**src/rtl/inport_feeder.sv**
```systemverilog
// Input-port feeder: FIFO between an external producer and the CPU "in" port.
// Show-ahead head word, one pop per rd_strobe assertion, sticky under/overflow flags.
module inport_feeder #(
  parameter int               WIDTH      = 32,
  parameter int               DEPTH      = 8,
  parameter logic [WIDTH-1:0] EMPTY_WORD = {WIDTH{1'b0}}
) (
  input  logic                     Clock,
  input  logic                     Reset,
  input  logic                     wr_valid,
  input  logic [WIDTH-1:0]         wr_data,
  output logic                     wr_ready,
  input  logic                     rd_strobe,
  output logic [WIDTH-1:0]         in_port_data,
  output logic                     data_valid,
  output logic [$clog2(DEPTH):0]   count,
  output logic                     underflow,
  output logic                     overflow,
  input  logic                     clear_flags
);

  localparam int AW = $clog2(DEPTH);
  localparam int CW = AW + 1;
  localparam logic [CW-1:0] FULL_CNT = CW'(DEPTH);
  localparam logic [CW-1:0] ONE_CNT  = CW'(1);
  localparam logic [AW-1:0] ONE_PTR  = AW'(1);

  logic [WIDTH-1:0] mem_q [DEPTH];
  logic [AW-1:0]    rd_ptr_q, rd_ptr_d;
  logic [AW-1:0]    wr_ptr_q, wr_ptr_d;
  logic [CW-1:0]    count_q, count_d;
  logic             strobe_q;
  logic             underflow_q, underflow_d;
  logic             overflow_q, overflow_d;

  logic             full_s, empty_s, pop_req_s, wr_en_s, pop_en_s;

  // Write and pop qualification; full blocks writes even when a pop lands in the same cycle
  always_comb begin
    full_s    = (count_q == FULL_CNT);
    empty_s   = (count_q == {CW{1'b0}});
    pop_req_s = rd_strobe & ~strobe_q;
    wr_en_s   = wr_valid & ~full_s;
    pop_en_s  = pop_req_s & ~empty_s;
  end

  // Next-state for pointers, occupancy and sticky flags
  always_comb begin
    rd_ptr_d    = rd_ptr_q;
    wr_ptr_d    = wr_ptr_q;
    count_d     = count_q;
    underflow_d = underflow_q;
    overflow_d  = overflow_q;
    if (wr_en_s) begin
      wr_ptr_d = wr_ptr_q + ONE_PTR;
    end else begin
      wr_ptr_d = wr_ptr_q;
    end
    if (pop_en_s) begin
      rd_ptr_d = rd_ptr_q + ONE_PTR;
    end else begin
      rd_ptr_d = rd_ptr_q;
    end
    case ({wr_en_s, pop_en_s})
      2'b10:   count_d = count_q + ONE_CNT;
      2'b01:   count_d = count_q - ONE_CNT;
      default: count_d = count_q;
    endcase
    // A fresh event outranks clear_flags in the same cycle
    underflow_d = (pop_req_s & empty_s) | (underflow_q & ~clear_flags);
    overflow_d  = (wr_valid & full_s) | (overflow_q & ~clear_flags);
  end

  // State registers with synchronous reset
  always_ff @(posedge Clock) begin
    if (Reset) begin
      rd_ptr_q    <= {AW{1'b0}};
      wr_ptr_q    <= {AW{1'b0}};
      count_q     <= {CW{1'b0}};
      strobe_q    <= 1'b0;
      underflow_q <= 1'b0;
      overflow_q  <= 1'b0;
    end else begin
      rd_ptr_q    <= rd_ptr_d;
      wr_ptr_q    <= wr_ptr_d;
      count_q     <= count_d;
      strobe_q    <= rd_strobe;
      underflow_q <= underflow_d;
      overflow_q  <= overflow_d;
    end
  end

  // Storage is never cleared; pointers alone define its contents
  always_ff @(posedge Clock) begin
    if (!Reset && wr_en_s) begin
      mem_q[wr_ptr_q] <= wr_data;
    end
  end

  // Output drive
  always_comb begin
    wr_ready     = ~full_s;
    data_valid   = ~empty_s;
    count        = count_q;
    underflow    = underflow_q;
    overflow     = overflow_q;
    in_port_data = empty_s ? EMPTY_WORD : mem_q[rd_ptr_q];
  end

endmodule

```
**config.mk**
```make
export PLATFORM = sky130hd
export DESIGN_NAME = inport_feeder
export DESIGN_NICKNAME = d
export VERILOG_FILES = /design/src/rtl/inport_feeder.sv
export SDC_FILE = /design/constraint.sdc
export NUM_CORES = 1
export LEC_CHECK = 0
export BUFFER_PORTS_ARGS = -buffer_cell sky130_fd_sc_hd__buf_4
export CAP_MARGIN = 20
export CORE_UTILIZATION = 27
export CTS_CLUSTER_SIZE = 40
export DETAILED_ROUTE_END_ITERATION = 10
export SLEW_MARGIN = 20
export SYNTH_ARGS = -nofsm -noshare
export SYNTH_HDL_FRONTEND = slang
export SYNTH_SLANG_ARGS = --single-unit
```
**constraint.sdc**
```tcl
create_clock -name Clock -period 12.65 [get_ports Clock]
set_input_delay 2.53 -clock Clock [delete_from_list [all_inputs] [get_ports Clock]]
set_output_delay 2.53 -clock Clock [all_outputs]
set_load 0.02 [all_outputs]
```
# Yosys cells after proc, flatten, opt, wreduce, memory -nomap -nowiden
# Memories as Yosys holds them, arrays and structs flattened. A register that Yosys moved wholly into a read port is not among the register bits.
# Index checks and enable logic that the tools add are counted.
# word_totals
register_bits	13
in_bits	37
n_memories	1
ram_bits	256
# op_classes
bitwise_logic	13
n_eq_ne	3
reduce_logical	4
n_mux	6
n_addsub	4
# memory_table
memory	words	width	rd	rd_ports_with_merged_regs	wr	line_no	source
mem_q	8	32	1	1	1	28	logic [WIDTH-1:0] mem_q [DEPTH];
# ops
cell	count
2-to-1 mux 32 bit	1
one-hot mux 4 bit (2 select lines)	1
AND 1 bit	7
adder 3 x 1 -> 3 bit (second input constant)	2
2-to-1 mux 3 bit	2
adder 4 x 1 -> 4 bit (second input constant)	1
equality test 4 bit (second input constant)	1
zero test 4 bit	1
NOT 1 bit	4
subtractor 4 x 1 -> 4 bit (second input constant)	1
equality test 2 x 1 -> 1 bit (second input constant)	1
equality test 2 bit (second input constant)	1
2-to-1 mux 1 bit	2
bitwise OR 1 bit	2
nonzero test 2 bit	1
logical AND 1 bit	1
zero test 1 bit	1

# Logic depth before layout (Yosys ltp)
# Gate-level depths: netlist of the first run.
# logic_depth
word_depth	6
depth_mapped	12
depth_no_buf	10

# Worst setup path after synthesis of the first run
# No wires, ideal clock.
# synth_timing
kind	input port to flip-flop
from	input Reset
to	memory mem_q[0][0] (enable)
t_arrival_ns	6.209
required_ns	12.137
setup_slack_ns	5.928
cell_stages	3
n_path_buf	1
cell_sequence	clkbuf_1 > nor2_1 > nor4b_1
# synth_via
elab_chain_cells	4
# synth_rtl
element	line_no	source
from (decl)	9	input logic Reset,
zero test 1 bit	95	if (!Reset && wr_en_s) begin
logical AND 1 bit	95	
2-to-1 mux 1 bit	95	
2-to-1 mux 1 bit (implied by the code)	96	mem_q[wr_ptr_q] <= wr_data;
to (decl)	28	
# Every way passes these cells.

==> results of run 1 <==
## Yosys cell counts, types with 2 or more instances
master | n | area (sq um)
a21oi_1 | 3 | 15.0
buf_1 | 5 | 18.8
buf_2 | 4 | 20.0
buf_4 | 6 | 45.0
buf_6 | 3 | 33.8
clkbuf_1 | 8 | 30.0
dfxtp_1 | 16 | 320
edfxtp_1 | 256 | 7690
ha_1 | 5 | 62.6
inv_1 | 3 | 11.3
mux2i_1 | 34 | 340
mux4_2 | 64 | 1440
nand2_1 | 4 | 15.0
nand3_1 | 3 | 15.0
nor2_1 | 49 | 184
nor2b_1 | 2 | 12.5
nor3_1 | 3 | 15.0
nor4b_1 | 2 | 17.5
o21ai_0 | 2 | 10.0
xor2_1 | 5 | 43.8
## where the power goes
| group | leakage (nW) | internal (W) | switching [W] |
|---|---|---|---|
| registers | 2.44 | 0.00101 | 0.0000397 |
| clock network | 0.459 | 0.000497 | 0.000335 |
| logic | 1.10 | 0.000243 | 0.000281 |
| total | 4.01 | 0.00175 | 0.000655 |
## final timing paths
check        startpoint                to  slack [ps]  cells past startpoint
max                flop  in_port_data[21]        7070                      5
min           underflow         underflow         500                      2
max reg2reg    count[1]          count[2]        9800                     11
min reg2reg   underflow         underflow         500                      2
## per-layer routing
metal	part of all wire (%)	vias to the layer above
met3	5.0	30
met4	2.1	0
met5	0	-
met2	50	93
met1	42	2521
li1	-	2208
## sequential cells by signal (all words and copies together) (netlist names), named ones only
register / count
underflow: 1
count: 4
mem_q: 256
rd_ptr_q: 3
strobe_q: 1
overflow: 1
wr_ptr_q: 3
## worst register-to-register path, cell delays in order, from the launching register on
cell,delay (ps)
dfxtp_1,400
nor4_4,270
buf_4,480
inv_2,110
and3_4,230
ha_1,250
xor2_1,160
ha_1,190
a21oi_1,140
xor2_1,90
or3_1,310
a21oi_1,140
## per-stage QoR
| step | instance area, sq um | utilization (%) |
|---|---|---|
| 2_1_floorplan | 10500 | - |
| 3_3_place_gp | 11800 | 30.9 |
| 3_5_place_dp | 11800 | 30.9 |
| 4_1_cts | 12700 | 33.4 |
| 5_1_grt | 12700 | 33.4 |
| 6_report | 12700 | 33.4 |
## area by class of cell
type | count | area share (%)
diodes | 1 | 0.0197
clock buffers | 30 | 5.74
multi-input cells | 193 | 18.9
flip-flops and latches | 272 | 63.1
clock inverters | 23 | 1.67
repair buffers | 91 | 5.38
inverters | 4 | 0.118
well taps | 511 | 5.03
## logic make-up (layout without fill, tap and decap cells)
group	after synthesis	after routing	share of synthesized area [%]
adders and majority gates	5	5	0.594
AOI/OAI and AO/OA	9	9	0.535
muxes	98	98	16.9
and+or+nand+nor	74	74	3.60
other	0	1	0
buffers and inverters	31	148	1.63
DFF	272	272	76.1
xor gates and xnor gates	7	7	0.654
## cells in the final DEF (no fill, tap or decap), drive strengths merged, types with 3 or more instances in the layout
master,count
dfxtp,16
edfxtp,256
clkinv,16
bufinv,4
mux4,64
mux2i,34
nand3,4
nand2,5
ha,5
xor2,5
nor3,3
buf,91
clkbuf,30
inv,5
a21oi,4
nor2,49
o21ai,3
==> impl_metrics.env, run 1 <==
export IMPL_clk_path_buf_depth=3
export IMPL_postCtsHoldBufs=0
export IMPL_drc_errors=0
export IMPL_p_leak_nw=4.01
export IMPL_clock_sinks=272
export IMPL_async_flop_share_pct=0
export IMPL_ys_ff_latch=272
export IMPL_setup_violations=0
export IMPL_finalWirelength_mm=21.7
export IMPL_status="finished clean"
export IMPL_overflow=0
export IMPL_regArea_sq_um=8020
export IMPL_maxCapViolations=0
export IMPL_ys_flop_type="edfxtp_1"
export IMPL_die_w_um=199
export IMPL_portBuffers=76
export IMPL_dp_cells=1071
export IMPL_post_cts_buffers=0
export IMPL_relSlewSlack_pct=32.3
export IMPL_wl_per_cell_um=19.3
export IMPL_fin_tns_setup_ps=0
export IMPL_fill_cells=3643
export IMPL_globalplace_congestion=0.646
export IMPL_globalRouteMet2Util_pct=19.6
export IMPL_grtUsageMet1_pct=14.3
export IMPL_core_rowCount=71
export IMPL_stdcell_count=1125
export IMPL_dp_slack_ps=7490
export IMPL_setup_slack_ps=7070
export IMPL_maxSlewViolCount=0
export IMPL_max_stage_delay_ps=810
export IMPL_rsz0062_at_grt="no"
export IMPL_final_antenna_net_count=0
export IMPL_end_kind="primary output"
export IMPL_firstDrtPassIters=4
export IMPL_ir_drop_uv=82.8
export IMPL_hp_class="flop to flop"
export IMPL_ios=77
export IMPL_grt_pass1_vias=5193
export IMPL_vias=4852
export IMPL_antenna_found_initial=1
export IMPL_dieArea_sq_um=39800
export IMPL_multi_input_area_sq_um=2400
export IMPL_timing_fmax_ghz=0.179
export IMPL_required_ps=10120
export IMPL_syn_inst=496
export IMPL_drive_gt1_share_pct=35.1
export IMPL_worst_slew_pin_slew_ps=1020
export IMPL_htreeDepth=1
export IMPL_slowest_stage="buf_4"
export IMPL_hpwl_mm=12.4
export IMPL_cts_tree="done"
export IMPL_core_area_sq_um=38000
export IMPL_synth_edf_count=256
export IMPL_top_usage_layer="met2"
export IMPL_die_h_um=199
export IMPL_clock_latency_ps=540
export IMPL_drt_iter0_drc=367
export IMPL_routed_via_density=4.31
export IMPL_fin_nets=633
export IMPL_synth_seq_area_share_pct=76.1
export IMPL_clk_pin_slew_ps=60
export IMPL_cp_max_fo=46
export IMPL_grt_pass1_wl_mm=32.6
export IMPL_period_share_pct=44.1
export IMPL_syn_nets=538
export IMPL_p_per_area_nw_per_um2=190
export IMPL_hold_ws_ps=502
export IMPL_critPathKind="flop to primary output"
export IMPL_worstPathArrival_ps=3050
export IMPL_skew_ps=10.5
export IMPL_finalHoldViolCount=0
export IMPL_syn2layout_area_growth_pct=20.7
export IMPL_fin_crit_ps=5580
export IMPL_cp_top_family="buffers and inverters"
export IMPL_cts_buffers=29
export IMPL_finalPower_w=0.00241
export IMPL_path_common_cell="buf_4"
export IMPL_synth_distinct_cells=39
export IMPL_grt_usage_pct=11.3
export IMPL_met3_usage_pct=2.43
export IMPL_grt_start_max_net_pins=65
export IMPL_ctsResizeCount=0
export IMPL_critPathBufInv=2
export IMPL_start_util_pct=27.7
export IMPL_avgSynthCellArea_sq_um=21.2
export IMPL_synth_area_sq_um=10500
export IMPL_yosysWarnings=0
export IMPL_clock_root_buffer="clkbuf_16"
export IMPL_start_kind="flop"
export IMPL_crit_chain="buf_4 -> mux4_2 -> mux2i_1 -> nor2_1 -> buf_4"
Note: power is estimated with default switching activity, not from simulation.
==> inputs of run 2 (changes only) <==
Clock period 12.65 ns to 5.2 ns, I/O delays scaled along.
==> impl_metrics.env, run 2 (synthesis results as in run 1) <==
export IMPL_cp_max_fo=34
export IMPL_die_h_um=199
export IMPL_post_route_util_pct=33.2
export IMPL_p_per_area_nw_per_um2=455
export IMPL_core_area_sq_um=38000
export IMPL_vias=4894
export IMPL_fin_nets=632
export IMPL_required_ps=4160
export IMPL_core_rowCount=71
export IMPL_fin_crit_ps=3880
export IMPL_reg2regPathDepth=4
export IMPL_maxCapViolations=0
export IMPL_setup_slack_ps=1320
export IMPL_rrSetupSlack_ps=2480
export IMPL_critPathKind="flop to primary output"
export IMPL_final_common_cell="edfxtp_1"
export IMPL_hpwl_mm=12.5
export IMPL_finalWirelength_mm=21.7
export IMPL_cts_tree="done"
export IMPL_cts_buffers=29
export IMPL_largest_reg_flops=256
export IMPL_worstPathArrival_ps=2840
export IMPL_globalplace_congestion=0.633
export IMPL_finalHoldViolCount=0
export IMPL_grt_start_max_net_pins=65
export IMPL_grt_usage_pct=11.2
export IMPL_fill_cells=3675
export IMPL_ios=77
export IMPL_maxSlewViolCount=0
export IMPL_period_share_pct=74.6
export IMPL_whs_endpoint="overflow"
export IMPL_portBuffers=76
export IMPL_p_leak_nw=3.97
export IMPL_clock_latency_ps=560
export IMPL_start_kind="flop"
export IMPL_fin_tns_setup_ps=0
export IMPL_firstDrtPassIters=4
export IMPL_hold_start="overflow"
export IMPL_ctsResizeCount=0
export IMPL_antenna_found_initial=0
export IMPL_status="finished clean"
export IMPL_r2r_end="mem_q[7][15]"
export IMPL_skew_ps=21.1
export IMPL_postCtsHoldBufs=0
export IMPL_final_cell_mix="edfxtp_1 (256), buf_4 (90), mux4_2 (64)"
export IMPL_post_cts_buffers=0
export IMPL_drive_gt1_share_pct=34.6
export IMPL_end_kind="primary output"
export IMPL_hp_class="flop to flop"
export IMPL_grt_pass1_vias=5224
export IMPL_dieArea_sq_um=39800
export IMPL_htreeDepth=1
export IMPL_dp_slack_ps=1780
export IMPL_top_register="mem_q"
export IMPL_slowest_stage="dfxtp_4"
export IMPL_holdPathStages=2
export IMPL_wl_per_cell_um=19.3
export IMPL_start_util_pct=27.7
export IMPL_drc_errors=0
export IMPL_final_antenna_net_count=0
export IMPL_clock_root_buffer="clkbuf_16"
export IMPL_syn2layout_area_growth_pct=20.0
export IMPL_drt_iter0_drc=366
export IMPL_die_w_um=199
export IMPL_antenna_cells=0
export IMPL_stdcell_count=1124
export IMPL_routed_via_density=4.35
export IMPL_hold_ws_ps=497
export IMPL_clock_sinks=272
export IMPL_grt_pass1_wl_mm=32.9
export IMPL_ir_drop_uv=287
export IMPL_dp_cells=1070
export IMPL_relSlewSlack_pct=34.0
export IMPL_worst_slew_pin_slew_ps=990
export IMPL_rsz0062_at_grt="no"
export IMPL_max_stage_delay_ps=800
export IMPL_path_common_cell="buf_4"
export IMPL_clk_path_buf_depth=3
export IMPL_timing_fmax_ghz=0.258
export IMPL_overflow=0
export IMPL_r2r_start="count[1]"
export IMPL_setup_violations=0
export IMPL_crit_chain="buf_4 -> mux4_2 -> mux2i_1 -> nor2_1 -> buf_4"
export IMPL_clk_pin_slew_ps=60
run 2: worst max-delay path by stage:
stage	endpoint	slack, ps
after floorplan	mem_q[4][0]	340
after global placement	in_port_data[4]	1720
after CTS	in_port_data[4]	1180
after detailed placement	in_port_data[4]	1780
after global routing	in_port_data[1]	1090
final	in_port_data[4]	1320
run 2: metrics by stage:
step / power [W] / cell area (sq um)
2_1_floorplan: 0.00346 / 10500
3_3_place_gp: 0.00395 / 11800
3_5_place_dp: 0.00396 / 11800
4_1_cts: 0.00586 / 12600
5_1_grt: 0.00602 / 12600
6_report: 0.00575 / 12600
run 2: routing by layer:
metal / vias to the layer above / wire length, um / share of wire (%) / track usage (%)
met2: 86 / 10500 / 48 / 18.7
met3: 31 / 1040 / 4.8 / 2.08
met5: - / 0 / 0 / 0
met4: 0 / 456 / 2.1 / 3.25
li1: 2207 / - / - / -
met1: 2570 / 9710 / 45 / 15.0
run 2: cell type report:
type	instances	area (sq um)	area share [%]
Sequential cell	272	8020	63.5
Multi-Input combinational cell	193	2410	19.1
Clock buffer	40	787	6.23
Timing Repair Buffer	90	676	5.35
Tap cell	511	639	5.06
Clock inverter	14	87.6	0.694
Inverter	4	15.0	0.119
run 2: power breakdown:
group	switching [W]	internal (W)
combinational	0.000670	0.000602
sequential	0.000122	0.00247
clock	0.000824	0.00106
run 2: critical path, delay by kind of cell (launching register included):
family	cells	cell delay, ps
muxes	2	780
and+or+nand+nor	1	70
buffers and inverters	2	610
DFF	1	800
==> inputs of run 3 (changes only) <==
Settings changed: ABC_AREA set to 1.
Clock period 5.2 ns to 3.2 ns, I/O delays scaled along.
==> impl_metrics.env, run 3 <==
export IMPL_status="finished clean"
export IMPL_clk_pin_slew_ps=60
export IMPL_globalplace_congestion=0.698
export IMPL_drt_iter0_drc=533
export IMPL_async_flop_share_pct=0
export IMPL_top_usage_layer="met2"
export IMPL_final_antenna_net_count=0
export IMPL_synth_compound_area_share_pct=10.8
export IMPL_ctsResizeCount=0
export IMPL_cts_tree="done"
export IMPL_synthAdderAreaFrac_pct=0.578
export IMPL_timing_fmax_ghz=0.326
export IMPL_maxCapViolations=0
export IMPL_synth_distinct_cells=26
export IMPL_yosys_area_share_simple_pct=10.9
export IMPL_syn_inst=865
export IMPL_dieArea_sq_um=40900
export IMPL_clock_sinks=272
export IMPL_synth_area_sq_um=10800
export IMPL_synth_seq_area_share_pct=74.0
export IMPL_die_h_um=202
export IMPL_grt_usage_pct=11.9
export IMPL_ios=77
export IMPL_relSlewSlack_pct=60.0
export IMPL_finalWirelength_mm=24.8
export IMPL_yosys_top_cells_count="edfxtp_1 (256), nor2_1 (238), o21ai_0 (135)"
export IMPL_critPathKind="flop to primary output"
export IMPL_postCtsHoldBufs=0
export IMPL_placed_cell_area_sq_um=12100
export IMPL_wl_per_cell_um=16.8
export IMPL_largest_reg_flops=256
export IMPL_start_kind="flop"
export IMPL_firstDrtPassIters=4
export IMPL_final_common_cell="edfxtp_1"
export IMPL_post_route_util_pct=32.9
export IMPL_synth_mux_area_share_pct=0
export IMPL_final_cell_mix="edfxtp_1 (256), nor2_1 (234), o21ai_0 (135)"
export IMPL_clk_path_buf_depth=3
export IMPL_portBuffers=76
export IMPL_period_share_pct=95.8
export IMPL_grtUsageMet1_pct=15.7
export IMPL_grt_pass1_wl_mm=37.9
export IMPL_synthDominantCellAreaShare_pct=71.0
export IMPL_end_kind="primary output"
export IMPL_stdcell_area_sq_um=12900
export IMPL_syn_nets=907
export IMPL_drive_gt1_share_pct=15.1
export IMPL_yosys_area_share_xor_xnor_pct=0.243
export IMPL_met3_usage_pct=2.11
export IMPL_rsz0062_at_grt="no"
export IMPL_p_leak_nw=4.42
export IMPL_setup_violations=0
export IMPL_grt_start_max_net_pins=129
export IMPL_syn2layout_area_growth_pct=18.9
export IMPL_post_cts_buffers=0
export IMPL_synth_top_cell_by_area="edfxtp_1"
export IMPL_grt_pass1_vias=6551
export IMPL_fin_nets=982
export IMPL_synth_edf_count=256
export IMPL_synth_most_common_cell="edfxtp_1"
export IMPL_ys_flop_type="edfxtp_1"
export IMPL_required_ps=2560
export IMPL_overflow=0
export IMPL_core_rowCount=72
export IMPL_skew_ps=13.7
export IMPL_hp_class="primary input to flop"
export IMPL_cp_max_fo=56
export IMPL_globalRouteMet2Util_pct=20.3
export IMPL_hpwl_mm=13.5
export IMPL_routed_via_density=4.53
export IMPL_htreeDepth=1
export IMPL_ys_ff_latch=272
export IMPL_synth_top_family_by_area="simple AND/OR/NAND/NOR gates"
export IMPL_fin_crit_ps=3060
export IMPL_die_w_um=202
export IMPL_p_per_area_nw_per_um2=775
export IMPL_drc_errors=0
export IMPL_clock_latency_ps=540
export IMPL_maxSlewViolCount=0
export IMPL_ys_top_cells_by_area="edfxtp_1 (71%), nor2_1 (8.3%), o21ai_0 (6.2%)"
export IMPL_top_register="mem_q"
export IMPL_finalHoldViolCount=0
export IMPL_ir_drop_uv=438
export IMPL_antenna_found_initial=1
export IMPL_core_area_sq_um=39100
export IMPL_vias=6704
export IMPL_worstPathArrival_ps=2420
export IMPL_cts_buffers=27
export IMPL_worst_slew_pin_slew_ps=600
export IMPL_start_util_pct=27.7
export IMPL_clock_root_buffer="clkbuf_16"
export IMPL_yosysWarnings=0
export IMPL_avgSynthCellArea_sq_um=12.5
==> run 3: cell families (layout without fill, tap and decap cells) <==
logic type	Yosys count	in the layout
buf+inv	71	166
flops	272	272
fa+ha+maj	5	5
xor+xnor	3	3
simple gates	304	304
compound gates	210	210
other cells	0	1
==> run 3: area by class of cell <==
cell class              instances  area, sq um
fillers                      3881        26200
flip-flops and latches        272         8020
multi-input cells             522         2480
repair buffers                 97          841
clock buffers                  36          709
well taps                     518          648
clock inverters                13         91.3
inverters                      20         77.6
diodes                          1         2.50
==> run 3: per-stage QoR <==
stage | setup TNS, ps | hold WS (ps) | std cells | power [W] | setup WS [ps]
2_1_floorplan | -81970 | 433 | 865 | 0.00607 | -640
3_3_place_gp | 0 | 448 | 1429 | 0.00720 | 741
3_5_place_dp | 0 | 448 | 1429 | 0.00723 | 722
4_1_cts | 0 | 305 | 1478 | 0.0101 | 132
5_1_grt | 0 | 322 | 1478 | 0.0105 | 27.7
6_report | 0 | 326 | 1479 | 0.00998 | 136
==> run 3: power breakdown <==
part           total, W  switching [W]  internal (W)
sequential      0.00413      0.0000804       0.00405
combinational   0.00296        0.00194       0.00102
clock           0.00289        0.00125       0.00163
total           0.00998        0.00328       0.00671
==> run 3: worst paths after layout <==
path,start,endpoint,slack (ps),cells past startpoint
setup reg to reg,count[1],mem_q[7][7],1050,7
setup / recovery,flop,in_port_data[30],140,7
hold reg to reg,rd_ptr_q[2],flop,450,2
hold / removal,Reset,overflow,330,2
==> run 3: routing by layer <==
metal	routed length (um)	part of all wire, %
met1	10900	44
met5	0	0
met4	397	1.6
met3	1320	5.3
met2	12200	49
==> run 3: critical path: stages (launching register included) <==
cell and delay, ps:
dfxtp_4 360, inv_4 420, buf_4 330, o21ai_0 120, o22ai_1 160, nor2_1 60
nor2_1 250, buf_4 200
